File: config.mk
export PLATFORM = sky130hd
export DESIGN_NAME = shift_pipeline
export DESIGN_NICKNAME = d
export VERILOG_FILES = /design/src/rtl/shift_pipeline.sv
export SDC_FILE = /design/constraint.sdc
export NUM_CORES = 1
export LEC_CHECK = 0
export BUFFER_PORTS_ARGS = -buffer_cell sky130_fd_sc_hd__buf_2
export CAP_MARGIN = 25
export CORE_ASPECT_RATIO = 2
export CORE_UTILIZATION = 55
export CTS_CLUSTER_SIZE = 24
export DETAILED_ROUTE_END_ITERATION = 8
export PLACE_DENSITY_LB_ADDON = 0.08
export SYNTH_ARGS = -nofsm -noshare
export SYNTH_HDL_FRONTEND = slang
export SYNTH_SLANG_ARGS = --single-unit
File: constraint.sdc
create_clock -name clk -period 2.5 [get_ports clk]
set_clock_uncertainty 0.15 [all_clocks]
set_input_delay 0.25 -clock clk [delete_from_list [all_inputs] [get_ports clk]]
set_output_delay 0.25 -clock clk [all_outputs]
set_load 0.02 [all_outputs]
File: src/rtl/shift_pipeline.sv
// Two-stage valid/ready barrel shifter: S1 holds the operands, S2 holds the result.
// Optional zero flag on the result, enabled by defining SHIFT_PIPELINE_ZERO_FLAG_EN.
module shift_pipeline #(
  parameter int N = 32
) (
  input  logic                 clk,
  input  logic                 rst,
  input  logic                 i_valid,
  output logic                 i_ready,
  input  logic [N-1:0]         i_data,
  input  logic [$clog2(N)-1:0] i_shamt,
  input  logic [1:0]           i_op,
  output logic                 o_valid,
  input  logic                 o_ready,
  output logic [N-1:0]         o_data,
`ifdef SHIFT_PIPELINE_ZERO_FLAG_EN
  output logic                 o_zero,
`endif
  output logic                 o_err
);
  localparam int SW = $clog2(N);

  typedef enum logic [1:0] {OP_SLL = 2'b00, OP_SRL = 2'b01, OP_SRA = 2'b10, OP_ILL = 2'b11} op_e;

  logic          r_s1_vld;
  logic [N-1:0]  r_s1_data;
  logic [SW-1:0] r_s1_shamt;
  logic [1:0]    r_s1_op;
  logic          r_s2_vld;
  logic [N-1:0]  r_s2_data;
  logic          r_s2_err;

  logic          w_s2_load;
  logic          w_s1_load;
  logic [N-1:0]  w_result;
  logic          w_err;

  // S2 frees up when empty or draining; S1 frees up when empty or moving into S2.
  assign w_s2_load = !r_s2_vld || o_ready;
  assign w_s1_load = !r_s1_vld || w_s2_load;
  assign i_ready   = !rst && w_s1_load;

  always_comb begin
    w_result = r_s1_data;
    w_err    = 1'b0;
    case (op_e'(r_s1_op))
      OP_SLL:  w_result = r_s1_data << r_s1_shamt;
      OP_SRL:  w_result = r_s1_data >> r_s1_shamt;
      OP_SRA:  w_result = $signed(r_s1_data) >>> r_s1_shamt;
      default: w_err    = 1'b1;
    endcase
  end

  always_ff @(posedge clk) begin
    if (rst) begin
      r_s1_vld   <= 1'b0;
      r_s1_data  <= '0;
      r_s1_shamt <= '0;
      r_s1_op    <= '0;
    end else if (w_s1_load) begin
      r_s1_vld <= i_valid;
      if (i_valid) begin
        r_s1_data  <= i_data;
        r_s1_shamt <= i_shamt;
        r_s1_op    <= i_op;
      end
    end
  end

  // Payload only moves with a valid S1 entry so a stalled result never changes.
  always_ff @(posedge clk) begin
    if (rst) begin
      r_s2_vld  <= 1'b0;
      r_s2_data <= '0;
      r_s2_err  <= 1'b0;
    end else if (w_s2_load) begin
      r_s2_vld <= r_s1_vld;
      if (r_s1_vld) begin
        r_s2_data <= w_result;
        r_s2_err  <= w_err;
      end
    end
  end

`ifdef SHIFT_PIPELINE_ZERO_FLAG_EN
  logic r_s2_zero;

  always_ff @(posedge clk) begin
    if (rst)                        r_s2_zero <= 1'b0;
    else if (w_s2_load && r_s1_vld) r_s2_zero <= (w_result == '0);
  end

  assign o_zero = r_s2_zero;
`endif

  assign o_valid = r_s2_vld;
  assign o_data  = r_s2_data;
  assign o_err   = r_s2_err;
endmodule

==> run_results.csv, run 1 <==
group,metric,value,unit
die,fp.dieW,87.0,µm
placement,dp_hpwl,28.0,mm
die,ios,78,
logic_synthesis,synthTopCellsByArea,"mux4_2 (20%), dfxtp_1 (19%), mux2i_1 (9.4%), nand2_1 (6.9%), a21oi_1 (6.4%)",
die,die_y,172,µm
outcome,stop_stage,"global routing",
logic_synthesis,yosysSeqAreaShare,18.6,%
cts,cts_buffer_depth,2,
logic_synthesis,ys_ff_latch,74,
global_routing,grt_overflow,1,
placement,place_congestion,1.20,
logic_synthesis,syn_area,7950,µm²
outcome,firstError,"[ERROR GRT-0232] Routing congestion too high. Check the congestion heatmap in the GUI.",
global_routing,grt_max_degree,49,
global_routing,grtUsageTotal,60.1,%
cts,htree_levels,3,
logic_synthesis,ys_warn_count,0,
sta,postGrtWorstEndpoint,"o_data[9]$_SDFFE_PP0P_/D",
logic_synthesis,synth_nets,1027,
logic_synthesis,synthFlopType,"dfxtp_1",
die,rows,61,
sta,worst-ep-kind,"register input",
outcome,run_status,"aborted with a tool error",
logic_synthesis,yosysTopAreaCellShare,19.6,%
placement,io_buffers,77,
logic_synthesis,synth_largest_area_cell,"mux4_2",
cts,cts-root-buf,"clkbuf_16",
logic_synthesis,synth_cells,984,
logic_synthesis,synthTopCellsByCount,"nand2_1 (146), a21oi_1 (101), clkbuf_1 (84)",
logic_synthesis,syn_avg_cell_area,8.08,µm²
logic_synthesis,synthMostInstantiatedCell,"nand2_1",
die,start_util,56.9,%
logic_synthesis,synth-async-reset-ratio,0,%
logic_synthesis,synth_cell_types,68,
logic_synthesis,synth_edf_count,0,
cts,numCtsBuffers,9,
cts,cts.sinks,74,
logic make-up after synthesis:
group | Yosys count | synth area share, %
buffers and inverters | 135 | 7.59
AOI/OAI and AO/OA | 299 | 24.2
muxes | 164 | 31.9
DFF | 74 | 18.6
and+or+nand+nor | 312 | 17.7
through the flow:
step           instance area (µm²)  hold WS [ns]  instances  setup TNS, ns  setup slack, ns
3_3_place_gp                  9490         0.288       1304         -0.322           -0.123
3_5_place_dp                  9490         0.295       1304         -0.721           -0.150
2_1_floorplan                 7950         0.217        984              0            0.133
4_1_cts                      10100       0.00182       1347              0          0.00786
metal layers:
metal,track usage (%),GRT overflow
met3,30.4,0
met5,6.55,0
met1,61.8,0
met2,84.8,1
met4,59.9,0
what timing repair did:
item	in CTS
cloned	0
pin swaps	1
resized for setup	3
hold endpoints to repair	25
buffers inserted	2
hold buffers	25
endpoints found under the setup margin	14
==> run 2: changes to the inputs <==
--- a/config.mk
+++ b/config.mk
@@ -7,11 +7,9 @@
 export LEC_CHECK = 0
 export BUFFER_PORTS_ARGS = -buffer_cell sky130_fd_sc_hd__buf_2
 export CAP_MARGIN = 25
-export CORE_ASPECT_RATIO = 2
-export CORE_UTILIZATION = 55
-export CTS_CLUSTER_SIZE = 24
+export CORE_UTILIZATION = 40
 export DETAILED_ROUTE_END_ITERATION = 8
-export PLACE_DENSITY_LB_ADDON = 0.08
+export PLACE_DENSITY_LB_ADDON = 0.15
 export SYNTH_ARGS = -nofsm -noshare
 export SYNTH_HDL_FRONTEND = slang
 export SYNTH_SLANG_ARGS = --single-unit
==> constraint.sdc (replaced) <==
create_clock -name clk -period 3.25 [get_ports clk]
set_clock_uncertainty 0.15 [all_clocks]
set_input_delay 0.325 -clock clk [delete_from_list [all_inputs] [get_ports clk]]
set_output_delay 0.325 -clock clk [all_outputs]
set_load 0.02 [all_outputs]
==> run 2 against run 1 <==
Effect of this change: the flow now finishes without violations; synthesized area did not move; synthesized cell count is the same.
==> run_results.csv, run 2 <==
group,metric,value,unit
final_layout,syn2layout_area_growth,13.2,%
global_routing,antenna_found_initial,1,
cts,cts_tree,"yes",
min_path,hold_class,"in -> reg",
cts,ctsHoldBuffers,0,
logic_synthesis,synth_largest_area_cell,"mux4_2",
cts,clkTransAtPathRegs,0.07,ns
global_routing,grt_pass1_vias,7805,
logic_synthesis,ys_ff_latch,74,
final_layout,utilization,46.2,%
pwr,clkPwrFrac,34.3,%
worst_setup_path,crit_fanout,32,
sta,max_freq,323,MHz
sta,period_needed,3.09,ns
placement,place_congestion,1.03,
sta,finalHoldViolations,0,
sta,rsz0062_at_grt,"false",
logic_synthesis,syn_avg_cell_area,8.08,µm²
final_layout,final_common_cell,"nand2_1",
pwr,power_per_cell_area,362,nW/µm²
final_layout,nets,1055,
sta,worst_pin_slew,0.971,ns
sta,post-route-period-util,95.2,%
worst_setup_path,critPathCaptureType,"flip-flop",
routing,vias,8687,
logic_synthesis,syn_area,7950,µm²
pwr,p_leak,3.21,nW
logic_synthesis,synth_nets,1027,
pwr,sequentialPowerShare,33.4,%
cts,cts.sinks,74,
cts,postCtsResizedCells,0,
cts,cts-root-buf,"clkbuf_16",
cts,htree_levels,3,
sta,final-setup-viol-count,0,
placement,io_buffers,77,
routing,dr.pass1.iters,6,
global_routing,grtUsageTotal,36.1,%
logic_synthesis,synth_cell_types,68,
worst_setup_path,critPathArrivalTime,3.17,ns
logic_synthesis,synthTopCellsByArea,"mux4_2 (20%), dfxtp_1 (19%), mux2i_1 (9.4%), nand2_1 (6.9%), a21oi_1 (6.4%)",
final_layout,final_cell_mix,"nand2_1 (146), a21oi_1 (101), buf_2 (77)",
die,fp.dieW,143,µm
worst_setup_path,crit_required,3.33,ns
cts,numCtsBuffers,9,
final_layout,layout-drive-gt1-share,26.5,%
die,start_util,40.8,%
pwr,swShare,37.8,%
sta,tns,0,ns
die,die-area,20400,µm²
global_routing,grt_first_pass_wirelength,53.2,mm
global_routing,grt_max_degree,80,
routing,drtIter0Drc,1187,
logic_synthesis,ys_warn_count,0,
pwr,p_sw,1.23,mW
logic_synthesis,yosysTopAreaCellShare,19.6,%
cts,clkLatencyLatePin,0.35,ns
logic_synthesis,synth_edf_count,0,
pwr,ir_worst_vdd,0.000246,V
die,die_y,143,µm
logic_synthesis,synth_cells,984,
pwr,internal_power,2.03,mW
logic_synthesis,synth-async-reset-ratio,0,%
logic_synthesis,yosysSeqAreaShare,18.6,%
global_routing,grt_overflow,0,
die,rows,51,
pwr,power_frac_comb,32.3,%
logic_synthesis,synthMostInstantiatedCell,"nand2_1",
die,ios,78,
cts,cts_buffer_depth,2,
worst_setup_path,worstSetupPathType,"reg -> reg",
sta,relSlewSlack,35.0,%
routing,routed_via_density,6.78,
placement,dp_hpwl,26.5,mm
job,drv_cap,0,
die,fp.coreArea,19500,µm²
final_layout,antenna_cells,0,
routing,wirelength,36.0,mm
routing,wl_per_cell,28.1,µm
logic_synthesis,synthTopCellsByCount,"nand2_1 (146), a21oi_1 (101), clkbuf_1 (84)",
outcome,run_status,"complete, no violations",
final_layout,nFillCells,2004,
routing,antenna_left,0,
sta,slew_violations,0,
worst_setup_path,cp-start-kind,"flip-flop",
logic_synthesis,synthFlopType,"dfxtp_1",
routing,drc,0,
==> run 2: cell counts after synthesis <==
Identical to the previous run, type by type.
==> run 2: final timing paths <==
kind                      start       endpoint  slack [ns]  depth (start not counted)
hold / removal       i_shamt[0]  r_s1_shamt[0]        0.05                          3
setup / recovery  r_s1_shamt[0]      o_data[9]        0.16                          7
setup reg to reg  r_s1_shamt[0]      o_data[9]        0.16                          7
hold reg to reg      o_data[20]     o_data[20]        0.32                          2
==> run 2: critical path, stage by stage (launching register included) <==
cell and delay, ns:
dfxtp_4 0.50, buf_4 0.27, nor2_1 0.76, a22oi_1 0.16, a31oi_1 0.35, a211oi_1 0.10
nor4_1 0.54, nor3_1 0.12
==> run 2: cell type report <==
class / instances / area (µm²) / area share, %
inverters: 6 / 22.5 / 0.250
clock buffers: 10 / 250 / 2.78
well taps: 265 / 332 / 3.69
multi-input cells: 775 / 5860 / 65.2
repair buffers: 146 / 966 / 10.7
clock inverters: 6 / 71.3 / 0.793
flip-flops and latches: 74 / 1490 / 16.6
==> run 2: power groups by stage <==
stage	logic, mW	registers, mW	clock network [mW]
3_3_place_gp	1.02	1.10	0
2_1_floorplan	0.712	1.02	0
3_5_place_dp	1.02	1.10	0
6_report	1.05	1.09	1.12
5_1_grt	1.11	1.09	1.18
4_1_cts	1.02	1.08	1.13
==> run 2: metrics by stage <==
| stage | worst slack (ns) | instance area, µm² | cells | hold slack [ns] | power (mW) |
|---|---|---|---|---|---|
| after floorplan | 0.883 | 7950 | 984 | 0.292 | 1.73 |
| after global placement | 0.0832 | 8670 | 1265 | 0.286 | 2.13 |
| after detailed placement | 0.0848 | 8670 | 1265 | 0.307 | 2.12 |
| after CTS | 0.0713 | 8990 | 1281 | 0.0463 | 3.23 |
| after global routing | 0.107 | 9000 | 1282 | 0.0464 | 3.37 |
| final | 0.156 | 9000 | 1282 | 0.0488 | 3.26 |
==> run 2: cell families (layout without fill, tap and decap cells) <==
| logic type | count (synthesis) | after routing | synth area share [%] |
|---|---|---|---|
| muxes | 164 | 164 | 31.9 |
| AOI/OAI and AO/OA | 299 | 299 | 24.2 |
| DFF | 74 | 74 | 18.6 |
| and+or+nand+nor | 312 | 312 | 17.7 |
| buffers and inverters | 135 | 168 | 7.59 |
==> run 2: per-layer routing <==
layer / track usage [%] / vias up / wire length, µm
met1: 50.7 / 4168 / 14900
met3: 9.05 / 108 / 4380
li1: - / 3769 / -
met5: 0 / - / 15
met2: 51.5 / 640 / 15000
met4: 16.8 / 2 / 1800
==> run 2: repair_timing <==
item	CTS	global route
endpoints found under the hold margin	0	0
setup endpoints to repair	0	1
buffers inserted	0	1
Note: power is estimated with default switching activity, not from simulation.
==> run 3: changes to the inputs <==
--- a/config.mk
+++ b/config.mk
@@ -7,6 +7,8 @@
 export LEC_CHECK = 0
 export BUFFER_PORTS_ARGS = -buffer_cell sky130_fd_sc_hd__buf_2
 export CAP_MARGIN = 25
+export CELL_PAD_IN_SITES_DETAIL_PLACEMENT = 1
+export CELL_PAD_IN_SITES_GLOBAL_PLACEMENT = 1
 export CORE_UTILIZATION = 40
 export DETAILED_ROUTE_END_ITERATION = 8
 export PLACE_DENSITY_LB_ADDON = 0.15
==> run 3 against run 2 <==
Effect of this change: sequential power about the same; maximum frequency up 6.8%; global-route usage grew 1.5 points; setup slack improved by 0.20 ns; die area did not move; clock power is 4% lower; sequential share of layout area down 0.087 points; first-iteration DRC count down 6.7%; final area rose by 0.53%; total power shrank 1.1%; wire length is 3.8% higher; via count rose by 2.6%; critical path type unchanged; largest power group is now registers.
==> run_results.csv, run 3 (same netlist as run 2, synthesis figures left out) <==
group,metric,value,unit
worst_setup_path,cp-start-kind,"flip-flop",
placement,io_buffers,77,
global_routing,antenna_found_initial,2,
final_layout,fin_area,9040,µm²
worst_setup_path,crit_fanout,31,
job,drv_cap,0,
routing,routed_via_density,6.89,
cts,clkTransAtPathRegs,0.07,ns
worst_setup_path,critPathArrivalTime,2.99,ns
cts,numCtsBuffers,9,
worst_setup_path,worstSetupPathType,"reg -> reg",
cts,cts.sinks,74,
cts,htree_levels,3,
min_path,hold_start,"i_data[6]",
pwr,ir_worst_vdd,0.000242,V
final_layout,final_common_cell,"nand2_1",
die,die-area,20400,µm²
worst_setup_path,reg2reg_from,"r_s1_shamt[1]",
cts,cts-root-buf,"clkbuf_16",
routing,drc,0,
pwr,total_power,3.22,mW
final_layout,layout-drive-gt1-share,27.3,%
worst_setup_path,critPathLaunch,"r_s1_shamt[1]",
sta,finalHoldViolations,0,
global_routing,grt_overflow,0,
outcome,run_status,"complete, no violations",
sta,worst_pin_slew,1.01,ns
routing,vias,8913,
global_routing,grt_pass1_vias,8399,
routing,wirelength,37.4,mm
routing,drtIter0Drc,1107,
placement,place_area,8740,µm²
die,rows,51,
worst_setup_path,crit_required,3.34,ns
die,fp.coreArea,19500,µm²
global_routing,grt_first_pass_wirelength,55.6,mm
routing,antenna_left,0,
cts,cts_setup_buffers,0,
global_routing,grt_max_degree,51,
sta,post-route-period-util,89.1,%
cts,ctsHoldBuffers,0,
sta,period_needed,2.90,ns
sta,slew_violations,0,
die,ios,78,
cts,clkLatencyLatePin,0.36,ns
min_path,hold_class,"in -> reg",
cts,postCtsResizedCells,0,
die,fp.dieW,143,µm
sta,tns,0,ns
routing,dr.pass1.iters,6,
placement,place_congestion,1.00,
final_layout,syn2layout_area_growth,13.8,%
final_layout,nets,1065,
cts,cts_buffer_depth,2,
placement,dp_hpwl,27.5,mm
worst_setup_path,critPathCaptureType,"flip-flop",
cts,cts_tree,"yes",
pwr,power_per_cell_area,356,nW/µm²
sta,final-setup-viol-count,0,
routing,wl_per_cell,28.9,µm
die,die_y,143,µm
sta,relSlewSlack,32.9,%
global_routing,grtUsageTotal,37.6,%
sta,max_freq,345,MHz
sta,rsz0062_at_grt,"false",
pwr,p_leak,3.25,nW
die,start_util,40.8,%
final_layout,final_cell_mix,"nand2_1 (146), a21oi_1 (101), buf_2 (77)",
## run 3: cell type report
class	count	area (µm²)
well taps	265	332
multi-input cells	775	5860
repair buffers	156	1030
clock inverters	6	53.8
diodes	1	2.50
fillers	2365	10400
clock buffers	10	250
inverters	6	22.5
flip-flops and latches	74	1490
## run 3: report_power, final
part	internal, mW	total, mW	leakage, nW	switching [mW]
logic	0.428	1.07	2.49	0.642
registers	0.951	1.09	0.608	0.135
clock network	0.579	1.07	0.147	0.488
## run 3: path summary, 6_finish.rpt
kind,end,slack [ns],cells past startpoint
max,o_data[27],0.35,7
min reg2reg,o_data[20],0.31,2
max reg2reg,o_data[27],0.35,7
min,r_s1_data[6],0.04,3
## run 3: stage by stage
| stage | hold slack (ns) | worst slack [ns] | std cells | util [%] |
|---|---|---|---|---|
| 3_3_place_gp | 0.286 | 0.440 | 1276 | 44.9 |
| 6_report | 0.0382 | 0.353 | 1293 | 46.5 |
| 5_1_grt | 0.0455 | 0.164 | 1292 | 46.5 |
| 2_1_floorplan | 0.292 | 0.883 | 984 | - |
| 4_1_cts | 0.0361 | 0.394 | 1292 | 46.5 |
| 3_5_place_dp | 0.294 | 0.421 | 1276 | 44.9 |
## run 3: worst max-delay path, stage by stage (launching register included)
cell	delay (ns)
dfxtp_4	0.69
buf_12	0.26
mux4_2	0.50
nand2b_1	0.15
o211ai_1	0.17
o21ai_0	0.20
a2111oi_0	0.51
o21ai_0	0.13
## run 3: routing by layer
metal	track usage, %	wire length [µm]	vias to the layer above
met5	0	0	-
met4	20.5	2050	0
met3	8.05	4310	134
met2	55.7	16000	652
met1	50.8	15100	4333
li1	-	-	3794
